$ cat src/rtl/obq_branch_tracker_pkg.sv
// Shared types and sizing for the outstanding-branch-queue tracker.
// The queue row layout lives here so the tracker and the queue agree on it.
package obq_branch_tracker_pkg;

  localparam int OBQ_DEPTH   = 8;
  localparam int OBQ_BH_BITS = 8;

  typedef struct packed {
    logic [OBQ_BH_BITS-1:0] branch_history;
  } obq_row_t;

  typedef enum logic [0:0] {
    BT_NORMAL  = 1'b0,
    BT_RECOVER = 1'b1
  } bt_state_t;

  // Shift the predicted direction in as the MSB; the queue inverts that bit on a clear.
  function automatic logic [OBQ_BH_BITS-1:0] push_history(
    input logic                   taken,
    input logic [OBQ_BH_BITS-1:0] bh
  );
    return {taken, bh[OBQ_BH_BITS-1:1]};
  endfunction

endpackage

$ cat src/rtl/obq_window_check.sv
// Tests whether a tag lies in the live window [head, tail) with pointer wrap,
// and reports its age offset from head.
module obq_window_check #(
  parameter int TAG_W = 3
) (
  input  logic [TAG_W-1:0] tag,
  input  logic [TAG_W:0]   head,
  input  logic [TAG_W:0]   tail,
  output logic             in_window,
  output logic [TAG_W-1:0] offset
);

  logic [TAG_W:0] live_s;

  // Offset wraps modulo the queue size; the pointer MSB keeps full distinct from empty.
  always_comb begin
    offset    = tag - head[TAG_W-1:0];
    live_s    = tail - head;
    in_window = ({1'b0, offset} < live_s);
  end

endmodule

$ cat src/rtl/obq_branch_tracker.sv
// Allocates queue tags to dispatched branches, tracks out-of-order resolution,
// and drives the branch queue's write, clear and shift ports.
module obq_branch_tracker
  import obq_branch_tracker_pkg::*;
#(
  parameter int OBQ_SIZE = OBQ_DEPTH,
  parameter int BH_SIZE  = OBQ_BH_BITS,
  parameter int TAG_W    = $clog2(OBQ_SIZE)
) (
  input  logic               clock,
  input  logic               reset,
  input  logic               dispatch_valid,
  input  logic               dispatch_taken,
  input  logic [BH_SIZE-1:0] dispatch_bh,
  output logic               dispatch_ready,
  output logic [TAG_W-1:0]   dispatch_tag,
  input  logic               resolve_valid,
  input  logic [TAG_W-1:0]   resolve_tag,
  input  logic               resolve_mispredict,
  input  logic               commit_valid,
  output logic               commit_ready,
  output logic               obq_write_en,
  output obq_row_t           obq_bh_row,
  output logic               obq_clear_en,
  output logic [TAG_W-1:0]   obq_clear_index,
  output logic               obq_shift_en,
  output logic [TAG_W-1:0]   obq_shift_index,
  output logic               recovering,
  output logic [TAG_W:0]     count
);

  localparam logic [TAG_W:0] CAPACITY = (TAG_W+1)'(OBQ_SIZE - 1);

  logic [OBQ_SIZE-1:0] valid_q, valid_d, resolved_q, resolved_d;
  logic [TAG_W:0]      head_q, head_d, tail_q, tail_d;
  bt_state_t           state_q, state_d;

  logic             obq_write_en_q, obq_write_en_d;
  obq_row_t         obq_bh_row_q, obq_bh_row_d;
  logic             obq_clear_en_q, obq_clear_en_d;
  logic [TAG_W-1:0] obq_clear_index_q, obq_clear_index_d;
  logic             obq_shift_en_q, obq_shift_en_d;
  logic [TAG_W-1:0] obq_shift_index_q, obq_shift_index_d;

  logic             in_window_s;
  logic [TAG_W-1:0] res_off_s;
  logic [TAG_W-1:0] head_tag_s, tail_tag_s;
  logic             resolve_acc_s, mispredict_acc_s, dispatch_fire_s, commit_fire_s;

  obq_window_check #(.TAG_W(TAG_W)) u_resolve_window (
    .tag       (resolve_tag),
    .head      (head_q),
    .tail      (tail_q),
    .in_window (in_window_s),
    .offset    (res_off_s)
  );

  // Status outputs from registered state; dispatch_ready is held low while reset is asserted.
  always_comb begin
    head_tag_s     = head_q[TAG_W-1:0];
    tail_tag_s     = tail_q[TAG_W-1:0];
    count          = tail_q - head_q;
    recovering     = (state_q == BT_RECOVER);
    dispatch_tag   = tail_tag_s;
    dispatch_ready = reset & (count < CAPACITY) & (state_q == BT_NORMAL);
    commit_ready   = valid_q[head_tag_s] & resolved_q[head_tag_s];
  end

  // Event acceptance, entry/pointer update and the next values of the queue-facing outputs.
  always_comb begin
    logic [TAG_W-1:0] slot_off;
    resolve_acc_s    = resolve_valid & in_window_s;
    mispredict_acc_s = resolve_acc_s & resolve_mispredict;
    dispatch_fire_s  = dispatch_valid & dispatch_ready & ~mispredict_acc_s;
    commit_fire_s    = commit_valid & commit_ready;

    valid_d    = valid_q;
    resolved_d = resolved_q;
    head_d     = head_q;
    tail_d     = tail_q;
    slot_off   = {TAG_W{1'b0}};

    if (resolve_acc_s) begin
      resolved_d[resolve_tag] = 1'b1;
    end else begin
      resolved_d = resolved_q;
    end

    if (mispredict_acc_s) begin
      for (int i = 0; i < OBQ_SIZE; i++) begin
        slot_off = TAG_W'(i) - head_tag_s;
        if (slot_off > res_off_s) begin
          valid_d[i]    = 1'b0;
          resolved_d[i] = 1'b0;
        end else begin
          valid_d[i] = valid_d[i];
        end
      end
      tail_d = head_q + {1'b0, res_off_s} + {{TAG_W{1'b0}}, 1'b1};
    end else if (dispatch_fire_s) begin
      valid_d[tail_tag_s]    = 1'b1;
      resolved_d[tail_tag_s] = 1'b0;
      tail_d                 = tail_q + {{TAG_W{1'b0}}, 1'b1};
    end else begin
      tail_d = tail_q;
    end

    if (commit_fire_s) begin
      valid_d[head_tag_s]    = 1'b0;
      resolved_d[head_tag_s] = 1'b0;
      head_d                 = head_q + {{TAG_W{1'b0}}, 1'b1};
    end else begin
      head_d = head_q;
    end

    state_d           = mispredict_acc_s ? BT_RECOVER : BT_NORMAL;
    obq_write_en_d    = dispatch_fire_s;
    obq_bh_row_d      = dispatch_fire_s ? obq_row_t'(push_history(dispatch_taken, dispatch_bh))
                                        : obq_row_t'({OBQ_BH_BITS{1'b0}});
    obq_clear_en_d    = mispredict_acc_s;
    obq_clear_index_d = mispredict_acc_s ? (resolve_tag + {{(TAG_W-1){1'b0}}, 1'b1})
                                         : {TAG_W{1'b0}};
    obq_shift_en_d    = commit_fire_s;
    obq_shift_index_d = commit_fire_s ? head_tag_s : {TAG_W{1'b0}};
  end

  // State and registered queue controls; reset drops any clear still pending.
  always_ff @(posedge clock or negedge reset) begin
    if (!reset) begin
      valid_q           <= {OBQ_SIZE{1'b0}};
      resolved_q        <= {OBQ_SIZE{1'b0}};
      head_q            <= {(TAG_W+1){1'b0}};
      tail_q            <= {(TAG_W+1){1'b0}};
      state_q           <= BT_NORMAL;
      obq_write_en_q    <= 1'b0;
      obq_bh_row_q      <= obq_row_t'({OBQ_BH_BITS{1'b0}});
      obq_clear_en_q    <= 1'b0;
      obq_clear_index_q <= {TAG_W{1'b0}};
      obq_shift_en_q    <= 1'b0;
      obq_shift_index_q <= {TAG_W{1'b0}};
    end else begin
      valid_q           <= valid_d;
      resolved_q        <= resolved_d;
      head_q            <= head_d;
      tail_q            <= tail_d;
      state_q           <= state_d;
      obq_write_en_q    <= obq_write_en_d;
      obq_bh_row_q      <= obq_bh_row_d;
      obq_clear_en_q    <= obq_clear_en_d;
      obq_clear_index_q <= obq_clear_index_d;
      obq_shift_en_q    <= obq_shift_en_d;
      obq_shift_index_q <= obq_shift_index_d;
    end
  end

  assign obq_write_en    = obq_write_en_q;
  assign obq_bh_row      = obq_bh_row_q;
  assign obq_clear_en    = obq_clear_en_q;
  assign obq_clear_index = obq_clear_index_q;
  assign obq_shift_en    = obq_shift_en_q;
  assign obq_shift_index = obq_shift_index_q;

endmodule

$ cat config.mk
export PLATFORM = sky130hd
export DESIGN_NAME = obq_branch_tracker
export DESIGN_NICKNAME = d
export VERILOG_FILES = /design/src/rtl/obq_branch_tracker_pkg.sv /design/src/rtl/obq_window_check.sv /design/src/rtl/obq_branch_tracker.sv
export SDC_FILE = /design/constraint.sdc
export NUM_CORES = 1
export LEC_CHECK = 0
export CAP_MARGIN = 20
export CORE_ASPECT_RATIO = 0.6
export CORE_UTILIZATION = 49
export DETAILED_ROUTE_END_ITERATION = 10
export PLACE_DENSITY = 0.86
export SLEW_MARGIN = 0
export SYNTH_ARGS = -nofsm -noshare
export SYNTH_HDL_FRONTEND = slang
export SYNTH_SLANG_ARGS = --single-unit
$ cat constraint.sdc
create_clock -name clock -period 3 [get_ports clock]
set_input_delay 0.3 -clock clock [delete_from_list [all_inputs] [get_ports clock]]
set_output_delay 0.3 -clock clock [all_outputs]
set_load 0.01 [all_outputs]
==> impl_metrics.toml <==
[outcome]
status = "complete, no violations"

[floorplanning]
ios = 45
num_rows = 21
initial_core_util_pct = 50.8
die_x_um = 100
core_um2 = 5570
die_h_um = 60.9
die_area_um2 = 6100

[clocking]
insertion_delay_ps = 300
cts_tree = "done"
hold_buffers = 0
numClockSinks = 41
htree_num_levels = 2
cts-root-buf = "clkbuf_8"
cts_buffer_depth = 2
cts_buffers = 5
clk_pin_slew_worst_paths_ps = 80

[timing]
tightest_slew_ps = 626
slew_viol_final = 0
hold_viol = 0
period_minus_slack_ps = 2900
fin_skew_ps = 6.52
fin_crit_sh_pct = 96.7
setup_viol = 0
rsz0062_at_grt = "false"
setup_tns_ps = 0
maxSlewHeadroom_pct = 57.9
max_freq_mhz = 345

[detailed_routing]
routed_wl_mm = 7.98
via_per_inst = 5.66
vias = 2466
drc = 0
drt_first_pass_iters = 5
post_drt_wl_per_cell_um = 18.3
drtAntennaViolNets = 0
drtIter0Drc = 311

[global_route]
antenna_found_initial = 0
grt_pass1_vias = 2306
gr-usage-all-layers_pct = 26.7
busiest_layer = "met2"
use_met1_pct = 39.5
use_met2_pct = 40.8
grt_pass1_wl_mm = 12.0
grt_max_degree = 42
grt.overflow.total = 0
groute.layer.met3.usage_pct = 5.88

[placed_design]
place.gp.congestion = 0.949
io_buffers = 43
dp_hpwl_mm = 5.74

[yosys]
synth_common_cells = "dfrtp_1 (41), ha_1 (31), inv_1 (22), nand2_1 (22), nor2_1 (12)"
synth_edf_count = 0
netlist_area_um2 = 2830
yosys.area.top_type = "dfrtp_1"
synth_nets = 334
postSynthCellCount = 282
yosysTopAreaCellShare_pct = 36.2
synth-seq-cells = 41
ys_types = 55
synthFlopType = "dfrtp_1"
synth-async-reset-ratio_pct = 100
synth_most_common_cell = "dfrtp_1"
ys_seq_area_share_pct = 36.2
synth.avg_cell_area_um2 = 10.0
ys_warn_count = 0
synth_area_leaders = "dfrtp_1 (36%), ha_1 (14%), inv_1 (2.9%)"

[hold_path]
hold_path_class = "in2async"

[cells_and_area]
n_antenna_cell = 0
synthToLayoutAreaGrowth_pct = 31.2
layout.nets = 407
fillers = 419
drive_gt1_share_pct = 24.2

[critical_path]
reg2reg_depth = 12
end_kind = "output pin"
crit_type = "reg2out"
crit_arrival_ps = 2600
crit_path_start_kind = "flip-flop"
worst-path-max-fanout = 8
cp_data_required_time_ps = 2700

[run]
cap_violations = 0
state kept, by name, indices dropped and copies added, names as in the netlist:
signal and cells:
obq_bh_row 8, resolved_q 8, valid_q 8, head_q 4
tail_q 4, obq_clear_index 3, obq_shift_index 3, obq_clear_en 1
obq_shift_en 1, obq_write_en 1
area by class of cell:
class | count | area, µm² | share of cell area [%]
clock inverter | 2 | 37.5 | 1.01
sequential | 41 | 1030 | 27.6
timing repair buffer | 78 | 689 | 18.6
tap | 80 | 100 | 2.69
multi-input combinational | 204 | 1680 | 45.3
clock buffer | 6 | 82.6 | 2.22
inverter | 25 | 96.3 | 2.59
worst paths after layout:
path,slack [ps],start,to
setup / recovery,100,tail_q[2]$_DFFE_PN0P_,count[3]
hold / removal,80,reset,obq_bh_row[1]$_DFF_PN0_
setup reg to reg,140,head_q[0]$_DFFE_PN0P_,resolved_q[7]$_DFF_PN0_
hold reg to reg,540,head_q[3]$_DFFE_PN0P_,head_q[3]$_DFFE_PN0P_
max in group asynchronous,2550,reset,head_q[0]$_DFFE_PN0P_
min in group clock,400,resolve_tag[0],obq_clear_index[0]$_DFF_PN0_
timing repair:
action / 4_1_cts / 5_1_grt
pin swaps: 0 / 6
setup buffers: 1 / 1
gates cloned: 0 / 0
resized for setup: 1 / 16
setup endpoints to repair: 1 / 21
routing by layer:
metal / routed length [µm] / up-vias
li1: - / 1138
met1: 3670 / 1196
met2: 3540 / 123
met3: 727 / 9
met4: 46 / 0
met5: 0 / -
cell usage in the layout, fill, tap and decap left out, types with 3 or more instances in the layout:
cell type,count
dfrtp_1,41
clkdlybuf4s50_1,40
buf_4,35
ha_1,30
nand2_1,22
inv_1,19
nor2_1,12
o21ai_0,11
nand3_1,9
a21oi_1,9
and3_2,9
o21a_1,6
a31oi_1,6
nor2b_1,6
xor2_1,6
clkbuf_8,6
o22ai_1,5
nor3b_1,5
xnor2_1,5
a22oi_1,4
mux2i_1,4
inv_2,4
a21o_1,3
or3_4,3
critical path, stage by stage (launching register included):
cell             delay (ps)
dfrtp_1                 500
ha_1                    410
and3b_1                 230
or3_4                   460
nand2_1                 140
clkdlybuf4s50_1         550
kinds of logic after synthesis:
logic type | Yosys count | share of synthesized area (%)
XOR/XNOR | 14 | 4.33
multiplexers | 6 | 3.00
AO/OA/AOI/OAI | 63 | 16.2
AND/OR/NAND/NOR | 87 | 17.5
adder cells (fa/ha/maj) | 34 | 15.8
buffers and inverters | 37 | 6.98
flip-flops | 41 | 36.2
per-stage QoR:
step           instances  hold slack [ps]  util, %  worst slack [ps]  area [µm²]
2_1_floorplan        282             4.41        -              30.3        2840
3_5_place_dp         426              424     63.0              -254        3510
5_1_grt              436              134     66.7              43.7        3720
6_report             436             81.8     66.7              97.9        3720
4_1_cts              435              103     65.3              31.8        3640
3_3_place_gp         426              408     63.0              -210        3510
Power is not shown: default switching activity piles up to over one toggle a cycle in this logic, so the estimate is an artifact.
